==> src/rtl/vector_lane_sequencer_pkg.sv <==
// Shared definitions for the vector lane sequencer: FSM state encoding,
// element-width codes and the ALU opcodes forwarded to the lanes.
package vector_lane_sequencer_pkg;

   // Sequencer FSM states, 3-bit encoding.
   typedef enum logic [2:0] {
      ST_IDLE = 3'd0,
      ST_READ = 3'd1,
      ST_EXEC = 3'd2,
      ST_WB   = 3'd3,
      ST_DONE = 3'd4
   } seq_state_e;

   // Element width codes (vsew field), forwarded unchanged to the lanes.
   localparam logic [2:0] VSEW_8  = 3'b000;
   localparam logic [2:0] VSEW_16 = 3'b001;
   localparam logic [2:0] VSEW_32 = 3'b010;
   localparam logic [2:0] VSEW_64 = 3'b011;

   // ALU opcodes (funct6-style encodings).
   localparam logic [5:0] VECTOR_ADD  = 6'b000000;
   localparam logic [5:0] VECTOR_SUB  = 6'b000010;
   localparam logic [5:0] VECTOR_ADC  = 6'b010000;
   localparam logic [5:0] VECTOR_MADC = 6'b010001;
   localparam logic [5:0] VECTOR_SBC  = 6'b010010;
   localparam logic [5:0] VECTOR_MSBC = 6'b010011;

endpackage

==> src/rtl/vector_lane_sequencer_enable_gen.sv <==
// Per-lane write-enable generation for one element group. An element is
// written only when it lies in the body (index < vl) and is either active
// in the mask or the mask is not acting as a predicate (unmasked op, or the
// mask is a carry/borrow operand). Shared with the load/store unit.
module vector_lane_enable_gen #(
   parameter int LANE_NUM         = 2,
   parameter int ENTRY_INDEX_SIZE = 3
) (
   input  logic [ENTRY_INDEX_SIZE:0] base,
   input  logic [ENTRY_INDEX_SIZE:0] vl,
   input  logic                      vm,
   input  logic                      mask_as_operand,
   input  logic [LANE_NUM-1:0]       lane_mask,
   output logic [LANE_NUM-1:0]       lane_en
);

   // One extra bit so base+lane never wraps before the compare against vl.
   localparam int EW = ENTRY_INDEX_SIZE + 2;

   for (genvar l = 0; l < LANE_NUM; l++) begin : g_lane
      logic [EW-1:0] elem;
      logic          in_body;
      logic          active;

      assign elem       = {1'b0, base} + EW'(l);
      assign in_body    = elem < {1'b0, vl};
      assign active     = vm || mask_as_operand || lane_mask[l];
      assign lane_en[l] = in_body && active;
   end

endmodule

==> src/rtl/vector_lane_sequencer.sv <==
// Vector lane sequencer: accepts one vector arithmetic instruction, then
// walks its elements in groups of LANE_NUM through READ -> EXEC -> WB,
// reading vs1/vs2/v0, loading the lane operand registers and writing the
// lane results back to vd with per-lane enables.
module vector_lane_sequencer
   import vector_lane_sequencer_pkg::*;
#(
   parameter int LANE_NUM         = 2,
   parameter int LANE_INDEX_SIZE  = 1,
   parameter int VECTOR_SIZE      = 8,
   parameter int ENTRY_INDEX_SIZE = 3,
   parameter int LONGEST_LEN      = 64
) (
   input  logic                            clk,
   input  logic                            rst,

   input  logic                            start_valid,
   output logic                            start_ready,
   input  logic [ENTRY_INDEX_SIZE:0]       vl,
   input  logic [2:0]                      vsew,
   input  logic                            vm,
   input  logic                            mask_as_operand,
   input  logic [5:0]                      opcode,
   input  logic [4:0]                      vs1_idx,
   input  logic [4:0]                      vs2_idx,
   input  logic [4:0]                      vd_idx,

   output logic                            rf_rd_en,
   output logic [4:0]                      rf_rd_vs1,
   output logic [4:0]                      rf_rd_vs2,
   output logic [ENTRY_INDEX_SIZE-1:0]     rf_rd_base,
   input  logic [LANE_NUM*LONGEST_LEN-1:0] rf_vs1_data,
   input  logic [LANE_NUM*LONGEST_LEN-1:0] rf_vs2_data,
   input  logic [LANE_NUM-1:0]             rf_mask,

   output logic [LANE_NUM*LONGEST_LEN-1:0] lane_vs1,
   output logic [LANE_NUM*LONGEST_LEN-1:0] lane_vs2,
   output logic [LANE_NUM-1:0]             lane_mask,
   output logic [2:0]                      lane_vsew,
   output logic [5:0]                      lane_opcode,
   output logic                            lane_vm,
   input  logic [LANE_NUM*LONGEST_LEN-1:0] lane_result,

   output logic                            wb_en,
   output logic [4:0]                      wb_vd,
   output logic [ENTRY_INDEX_SIZE-1:0]     wb_base,
   output logic [LANE_NUM-1:0]             wb_lane_en,
   output logic [LANE_NUM*LONGEST_LEN-1:0] wb_data,

   output logic                            busy,
   output logic                            done
);

   // Base counter is one bit wider than an element index so that a full
   // vector (vl == VECTOR_SIZE) ends with base == VECTOR_SIZE, not 0.
   localparam int               CW        = ENTRY_INDEX_SIZE + 1;
   localparam logic [CW-1:0]    BASE_STEP = CW'(1 << LANE_INDEX_SIZE);
   localparam logic [CW-1:0]    VL_MAX    = CW'(VECTOR_SIZE);

   seq_state_e     state;
   seq_state_e     state_next;

   // Instruction configuration, held constant for the whole instruction.
   logic [CW-1:0]  vl_q;
   logic [2:0]     vsew_q;
   logic           vm_q;
   logic           mask_as_operand_q;
   logic [5:0]     opcode_q;
   logic [4:0]     vs1_q;
   logic [4:0]     vs2_q;
   logic [4:0]     vd_q;

   logic [CW-1:0]  base;
   logic [CW-1:0]  base_next;
   logic [CW-1:0]  vl_clamped;
   logic           accept;
   logic           last_group;
   logic [LANE_NUM-1:0] lane_en;

   assign accept     = start_valid && start_ready;
   assign vl_clamped = (vl > VL_MAX) ? VL_MAX : vl;
   assign base_next  = base + BASE_STEP;
   assign last_group = base_next >= vl_q;

   assign rf_rd_vs1  = vs1_q;
   assign rf_rd_vs2  = vs2_q;
   assign rf_rd_base = base[ENTRY_INDEX_SIZE-1:0];

   vector_lane_enable_gen #(
      .LANE_NUM         (LANE_NUM),
      .ENTRY_INDEX_SIZE (ENTRY_INDEX_SIZE)
   ) u_enable_gen (
      .base            (base),
      .vl              (vl_q),
      .vm              (vm_q),
      .mask_as_operand (mask_as_operand_q),
      .lane_mask       (lane_mask),
      .lane_en         (lane_en)
   );

   // State register.
   always_ff @(posedge clk or posedge rst) begin
      if (rst) begin
         state <= ST_IDLE;
      end else begin
         // NOTE: sequential state always uses non-blocking assignment so every
         // flop samples pre-edge values regardless of block ordering.
         state <= state_next;
      end
   end

   // Next-state decode and the state-derived handshake/strobe outputs.
   always_comb begin
      // NOTE: every output of this block is defaulted first, so no path can
      // leave one unassigned and infer a latch.
      state_next  = state;
      start_ready = 1'b0;
      busy        = 1'b1;
      rf_rd_en    = 1'b0;
      done        = 1'b0;
      unique case (state)
         ST_IDLE: begin
            start_ready = 1'b1;
            busy        = 1'b0;
            if (start_valid) begin
               state_next = (vl_clamped == '0) ? ST_DONE : ST_READ;
            end
         end
         ST_READ: begin
            rf_rd_en   = 1'b1;
            state_next = ST_EXEC;
         end
         ST_EXEC: begin
            state_next = ST_WB;
         end
         ST_WB: begin
            state_next = last_group ? ST_DONE : ST_READ;
         end
         ST_DONE: begin
            done       = 1'b1;
            state_next = ST_IDLE;
         end
         default: begin
            state_next = ST_IDLE;
         end
      endcase
   end

   // Latch the instruction on accept; ignored while busy since ready is low.
   always_ff @(posedge clk or posedge rst) begin
      if (rst) begin
         vl_q              <= '0;
         vsew_q            <= '0;
         vm_q              <= 1'b0;
         mask_as_operand_q <= 1'b0;
         opcode_q          <= '0;
         vs1_q             <= '0;
         vs2_q             <= '0;
         vd_q              <= '0;
      end else if (accept) begin
         vl_q              <= vl_clamped;
         vsew_q            <= vsew;
         vm_q              <= vm;
         mask_as_operand_q <= mask_as_operand;
         opcode_q          <= opcode;
         vs1_q             <= vs1_idx;
         vs2_q             <= vs2_idx;
         vd_q              <= vd_idx;
      end
   end

   // Group base: cleared on accept, advanced by one group after each WB.
   always_ff @(posedge clk or posedge rst) begin
      if (rst) begin
         base <= '0;
      end else if (accept) begin
         base <= '0;
      end else if (state == ST_WB) begin
         base <= base_next;
      end
   end

   // Lane operand registers, loaded from the register file read data.
   always_ff @(posedge clk or posedge rst) begin
      if (rst) begin
         lane_vs1    <= '0;
         lane_vs2    <= '0;
         lane_mask   <= '0;
         lane_vsew   <= '0;
         lane_opcode <= '0;
         lane_vm     <= 1'b0;
      end else if (state == ST_EXEC) begin
         lane_vs1    <= rf_vs1_data;
         lane_vs2    <= rf_vs2_data;
         lane_mask   <= rf_mask;
         lane_vsew   <= vsew_q;
         lane_opcode <= opcode_q;
         lane_vm     <= vm_q;
      end
   end

   // Writeback register: captures lane results and enables at the end of WB.
   always_ff @(posedge clk or posedge rst) begin
      if (rst) begin
         wb_en      <= 1'b0;
         wb_vd      <= '0;
         wb_base    <= '0;
         wb_lane_en <= '0;
         wb_data    <= '0;
      end else begin
         wb_en <= 1'b0;
         if (state == ST_WB) begin
            wb_en      <= 1'b1;
            wb_vd      <= vd_q;
            wb_base    <= base[ENTRY_INDEX_SIZE-1:0];
            wb_lane_en <= lane_en;
            wb_data    <= lane_result;
         end
      end
   end

endmodule

==> config.mk <==
export PLATFORM = sky130hd
export DESIGN_NAME = vector_lane_sequencer
export DESIGN_NICKNAME = d
export VERILOG_FILES = /design/src/rtl/vector_lane_sequencer_pkg.sv /design/src/rtl/vector_lane_sequencer_enable_gen.sv /design/src/rtl/vector_lane_sequencer.sv
export SDC_FILE = /design/constraint.sdc
export NUM_CORES = 1
export LEC_CHECK = 0
export BUFFER_PORTS_ARGS = -buffer_cell sky130_fd_sc_hd__buf_4
export CAP_MARGIN = 20
export CORE_AREA = 10 10 316 318
export CTS_CLUSTER_SIZE = 16
export DETAILED_ROUTE_END_ITERATION = 6
export DIE_AREA = 0 0 326 328
export PLACE_DENSITY = 0.45
export SLEW_MARGIN = 5
export SYNTH_ARGS = -nofsm -noshare
export SYNTH_HDL_FRONTEND = slang
export SYNTH_SLANG_ARGS = --single-unit
==> constraint.sdc <==
create_clock -name clk -period 38 [get_ports clk]
set_input_delay 7.6 -clock clk [delete_from_list [all_inputs] [get_ports clk]]
set_output_delay 7.6 -clock clk [all_outputs]
set_load 0.02 [all_outputs]
==> results of run 1 <==
-- metal layers --
layer	GRT usage, %	up-vias	wire (um)
li1	-	5871	-
met1	12.1	6341	23500
met2	23.1	510	37400
met3	5.03	97	6240
met4	4.32	0	2020
met5	0	-	0
-- worst min-delay path: stages, from the launching register on --
cell	delay, ns
dfrtp_1	0.34
nand2_1	0.05
nand2_1	0.05
-- layout make-up --
cell class / count / area, sq um / share of cell area [%]
Antenna cell: 4 / 10.0 / 0.0384
Clock buffer: 81 / 1560 / 5.99
Clock inverter: 17 / 170 / 0.652
Inverter: 9 / 43.8 / 0.168
Multi-Input combinational cell: 755 / 5260 / 20.2
Sequential cell: 442 / 11100 / 42.4
Tap cell: 1254 / 1570 / 6.02
Timing Repair Buffer: 850 / 6410 / 24.6
-- kinds of logic after synthesis --
group	synth area share, %
other	0.0221
adders and majority gates	0.664
muxes	19.5
buffers and inverters	3.85
and+or+nand+nor	9.80
AOI/OAI and AO/OA	0.657
xor gates and xnor gates	0.207
DFF	65.3
-- stage by stage --
stage	hold slack, ns	utilization, %
3_3_place_gp	0.450	26.2
2_1_floorplan	0.432	-
3_5_place_dp	0.454	26.2
6_report	0.464	28.0
4_1_cts	0.469	28.0
5_1_grt	0.483	28.0
-- worst paths after layout --
path                                           start                        to  slack (ns)  cells after the start
worst max register to register  state[0]$_DFFE_PP0P_   wb_data[71]$_DFFE_PP0P_       34.65                      5
worst max-delay path            state[0]$_DFFE_PP0P_                  rf_rd_en       28.45                      3
min in group asynchronous                        rst  lane_vs2[28]$_DFFE_PP0N_        7.04                      2
worst min register to register   vd_q[1]$_DFFE_PP0P_      wb_vd[1]$_DFFE_PP0P_        0.46                      2
worst min-delay path             vd_q[1]$_DFFE_PP0P_      wb_vd[1]$_DFFE_PP0P_        0.46                      2
max in group asynchronous                        rst   wb_data[24]$_DFFE_PP0P_       28.60                      4
-- power groups by stage --
stage	clock network [mW]	logic, mW	registers [mW]
finish	0.508	1.21	0.856
global route	0.549	1.30	0.889
CTS	0.531	1.24	0.859
detailed placement	0	1.24	0.863
global placement	0	1.23	0.854
floorplan	0	0.424	1.11
-- placed cells by master, fill, tap and decap left out, drive strengths merged, types with 2 or more instances in the layout --
master	n
o21ai	7
inv	12
nand2	409
conb	2
a22o	2
ha	9
xor2	2
buf	850
nand3b	3
clkbuf	81
bufinv	2
xnor2	2
nor3	5
diode	4
clkinv	10
nand2b	2
dfrtp	442
a21oi	4
clkinvlp	2
mux2	294
nor2	5
-- sequential cells by signal (all words and copies together) (netlist names) --
signal / count
base: 3
lane_mask: 2
lane_opcode: 6
lane_vm: 1
lane_vs1: 128
lane_vs2: 128
lane_vsew: 3
mask_as_operand_q: 1
opcode_q: 6
rf_rd_vs1: 5
rf_rd_vs2: 5
state: 3
vd_q: 5
vl_q: 4
vm_q: 1
vsew_q: 3
wb_base: 2
wb_data: 128
wb_en: 1
wb_lane_en: 2
wb_vd: 5
==> flow_summary.json, run 1 <==
{
  "status": "finished clean",
  "comb_power_share_pct": 47.0,
  "ir_worst_vdd_mv": 0.0410,
  "drt_wl_total_um": 69100,
  "finalSetupTns_ns": 0,
  "cts_buffer_depth": 3,
  "avgRoutedWirePerCell_um": 20.3,
  "num-fill-cells": 9852,
  "synth-edff-count": 0,
  "grt-ovfl-total": 0,
  "ys_ff_latch": 442,
  "final_cell_area_sq_um": 26100,
  "die-area_sq_um": 107000,
  "synth_most_common_cell": "dfrtp_1",
  "clkPwrFrac_pct": 19.8,
  "grt_pass1_vias": 14300,
  "grt_first_pass_wirelength_um": 99200,
  "drive_gt1_share_pct": 47.5,
  "startpoint_type": "register",
  "numCtsBuffers": 54,
  "vias": 12800,
  "p_int_mw": 1.53,
  "finalNetCount": 2540,
  "synthCells": 1273,
  "finalSetupViolCount": 0,
  "worst_slew_pin_slew_ns": 1.13,
  "hold_class": "register to register",
  "die_y_um": 328,
  "crit_type": "register to output pin",
  "fin_worst_skew_ns": 0.0217,
  "p_seq_share_pct": 33.3,
  "worst_ep_arrival_time_ns": 1.95,
  "clk_pin_slew_ns": 0.06,
  "clock-sinks": 442,
  "seq_area_frac_synth_pct": 65.3,
  "cp_cell_sequence": "inv_1 -> nor3_1 -> buf_4",
  "drc_errors": 0,
  "ant_nets": 0,
  "cts_setup_buffers": 0,
  "antenna_found_initial": 10,
  "drv_cap": 0,
  "gp_congestion": 0.900,
  "ys_types": 34,
  "layout_worst_path_cycle_share_pct": 25.1,
  "powerDensity_nw_per_um2": 98.6,
  "cts_root_buf": "clkbuf_16",
  "portBuffers": 840,
  "synth_area_leaders": "dfrtp_1 65%, mux2_1 14%, nand2_1 9.0%, mux2_2 5.7%, buf_8 1.9%",
  "synthToLayoutAreaGrowth_pct": 53.9,
  "ys_warn_count": 0,
  "placed_area_sq_um": 24300,
  "crit_required_ns": 30.40,
  "synth_top_area_share_pct": 65.3,
  "finalMaxSlewViolations": 0,
  "track_usage_pct": 12.3,
  "drt_iter0_drc": 549,
  "cpMaxStageDelayCell": "dfrtp_1",
  "rsz0062_at_grt": "no",
  "grt_max_degree": 167,
  "hold_viol_final": 0,
  "placed_cells": 3310,
  "clock_latency_ns": 0.63,
  "netlist_top_cells_count": "442 x dfrtp_1, 408 x nand2_1, 208 x mux2_1, 86 x mux2_2, 23 x buf_2",
  "finalPower_mw": 2.57,
  "max_stage_delay_ns": 0.70,
  "start_util_pct": 18.2,
  "core_area_sq_um": 93000,
  "die_w_um": 326,
  "switching_share_pct": 40.6,
  "cp_top_family": "flip-flops",
  "synth_area_per_cell_sq_um": 13.3,
  "leakage_nw": 12.7,
  "vias_per_cell": 3.76,
  "finalNonFillerCells": 3412,
  "first_pass_iters": 4,
  "cts.hold.buffers_added": 0,
  "synth_area_sq_um": 16900,
  "tritoncts": "built",
  "cp.buffers_inverters": 2,
  "std_cell_rows": 112,
  "synth-main-ff-cell": "dfrtp_1",
  "place_ws_ns": 27.87,
  "io_pins": 843,
  "yosys.area.top_type": "dfrtp_1",
  "min_period_ns": 9.55,
  "ctsResizeCount": 0,
  "slew_headroom_pct": 24.9,
  "async_reset_ff_share_pct": 100,
  "h-tree-depth": 2,
  "crit_path_end_kind": "output pin",
  "fmax_mhz": 105,
  "crit_fanout": 9,
  "setup_ws_ns": 28.45,
  "p_sw_mw": 1.04,
  "dp_hpwl_um": 53800
}
No activity file was read; power rests on OpenSTA's default activity.
==> inputs of run 2 (changes only) <==
CORE_AREA = 10 10 315 317   (was 10 10 316 318)
DIE_AREA = 0 0 325 327   (was 0 0 326 328)
PLACE_DENSITY = 0.46   (was 0.45)
clock period = 7.78 ns   (was 38 ns; I/O delays follow)
==> run 2 against run 1 <==
  * Worst hold slack improved by 0.0027 ns
  * Largest power group unchanged
  * First-iteration DRC count fell by 11%
  * Critical endpoint is now busy
  * Routed wire length up 1.3%
  * Die area decreased by 0.61%
  * Highest routed layer is now met5
==> flow_summary.json, run 2 (synthesis gave the netlist of run 1 again) <==
{
  "status": "finished clean",
  "finalSetupTns_ns": 0,
  "reg2reg_depth": 6,
  "startpoint_type": "register",
  "num-fill-cells": 9721,
  "cts.hold.buffers_added": 0,
  "cts_root_buf": "clkbuf_16",
  "worst_slew_pin_slew_ns": 1.15,
  "core_area_sq_um": 92800,
  "portBuffers": 840,
  "switching_share_pct": 40.4,
  "tritoncts": "built",
  "drt_wl_total_um": 70000,
  "slew_headroom_pct": 23.1,
  "grt_max_degree": 150,
  "crit_type": "register to output pin",
  "antenna_found_initial": 18,
  "grt-ovfl-total": 0,
  "postLayoutCoreUtil_pct": 28.2,
  "avgRoutedWirePerCell_um": 20.5,
  "finalMaxSlewViolations": 0,
  "rsz0062_at_grt": "no",
  "r2r_slack_ns": 4.55,
  "place_ws_ns": 4.39,
  "finalNetCount": 2540,
  "grt_first_pass_wirelength_um": 102000,
  "grt_pass1_vias": 14400,
  "io_pins": 843,
  "final_common_cell": "buf_4",
  "hold_viol_final": 0,
  "clock-sinks": 442,
  "dp_hpwl_um": 54500,
  "layout_worst_path_cycle_share_pct": 47.8,
  "die_y_um": 327,
  "final_cell_area_sq_um": 26100,
  "h-tree-depth": 2,
  "p_int_mw": 7.50,
  "placed_cells": 3311,
  "drc_errors": 0,
  "clkPwrFrac_pct": 20.1,
  "synthToLayoutAreaGrowth_pct": 54.2,
  "start_util_pct": 18.3,
  "track_usage_pct": 12.8,
  "endpoint": "busy",
  "drv_cap": 0,
  "vias": 12800,
  "ir_worst_vdd_mv": 0.281,
  "p_sw_mw": 5.09,
  "fmax_mhz": 269,
  "drt_iter0_drc": 489,
  "numCtsBuffers": 53,
  "drive_gt1_share_pct": 47.7,
  "fin_worst_skew_ns": 0.0255,
  "layout_common_cells": "848 x buf_4, 442 x dfrtp_1, 408 x nand2_1",
  "worst_ep_arrival_time_ns": 2.16,
  "die_w_um": 325,
  "ctsResizeCount": 0,
  "cts_setup_buffers": 0,
  "crit_path_end_kind": "output pin",
  "cts_buffer_depth": 3,
  "p_seq_share_pct": 33.0,
  "powerDensity_nw_per_um2": 482,
  "hold_class": "register to register",
  "finalSetupViolCount": 0,
  "timing.hold.ws_ns": 0.467,
  "setup_ws_ns": 4.07,
  "placed_area_sq_um": 24400,
  "std_cell_rows": 112,
  "finalPower_mw": 12.6,
  "min_period_ns": 3.71,
  "r2r_start": "state[0]$_DFFE_PP0P_",
  "gp_congestion": 0.799,
  "ant_nets": 0,
  "crit_required_ns": 6.22,
  "die-area_sq_um": 106000,
  "vias_per_cell": 3.76,
  "first_pass_iters": 6,
  "leakage_nw": 12.8,
  "largest_registers": "lane_vs1 x128, lane_vs2 x128, wb_data x128",
  "rr_endpoint": "base[3]$_DFFE_PP0P_",
  "startpoint": "state[0]$_DFFE_PP0P_",
  "clock_latency_ns": 0.62,
  "comb_power_share_pct": 46.9,
  "finalNonFillerCells": 3414,
  "crit_fanout": 9,
  "clk_pin_slew_ns": 0.07
}
run 2: cell count changes in the layout (fill, tap and decap cells not counted), sizes merged:
| cell | before | now |
|---|---|---|
| inv | 12 | 10 |
| bufinv | 2 | 3 |
| clkinv | 10 | 13 |
| buf | 850 | 851 |
| diode | 4 | 5 |
| clkinvlp | 2 | 3 |
| clkbuf | 81 | 78 |
run 2: worst max-delay path, stage by stage (launching register included):
cell and delay (ns):
dfrtp_1 0.58, nor3_1 0.59, inv_1 0.16, buf_4 0.20
run 2: cell type report:
cell class | count | area [sq um] | share of cell area [%]
Antenna cell | 5 | 12.5 | 0.0479
Inverter | 9 | 42.5 | 0.163
Clock inverter | 20 | 199 | 0.761
Sequential cell | 442 | 11100 | 42.3
Multi-Input combinational cell | 755 | 5260 | 20.1
Clock buffer | 78 | 1560 | 5.98
Tap cell | 1254 | 1570 | 6.00
Timing Repair Buffer | 851 | 6430 | 24.6
run 2: worst min-delay path by stage:
| stage | startpoint | cells past startpoint | end |
|---|---|---|---|
| floorplan | vd_q[0]$_DFFE_PP0P_ | 2 | wb_vd[0]$_DFFE_PP0P_ |
| global placement | vd_q[4]$_DFFE_PP0P_ | 2 | wb_vd[4]$_DFFE_PP0P_ |
| detailed placement | vd_q[3]$_DFFE_PP0P_ | 2 | wb_vd[3]$_DFFE_PP0P_ |
| CTS | vd_q[3]$_DFFE_PP0P_ | 2 | wb_vd[3]$_DFFE_PP0P_ |
| global route | lane_vs2[91]$_DFFE_PP0N_ | 1 | lane_vs2[91]$_DFFE_PP0N_ |
| finish | vd_q[1]$_DFFE_PP0P_ | 2 | wb_vd[1]$_DFFE_PP0P_ |
run 2: metal layers:
layer | share of wire [%] | GRT usage (%)
met1 | 35 | 12.8
met5 | 0.18 | 0
met4 | 3.0 | 4.54
met3 | 10 | 6.08
met2 | 51 | 22.9
run 2: power groups by stage:
stage	clock network, mW	logic, mW	registers, mW
final	2.53	5.90	4.16
after global placement	0	6.01	4.17
after CTS	2.64	6.07	4.18
after detailed placement	0	6.07	4.19
after global routing	2.72	6.37	4.33
after floorplan	0	2.07	5.42
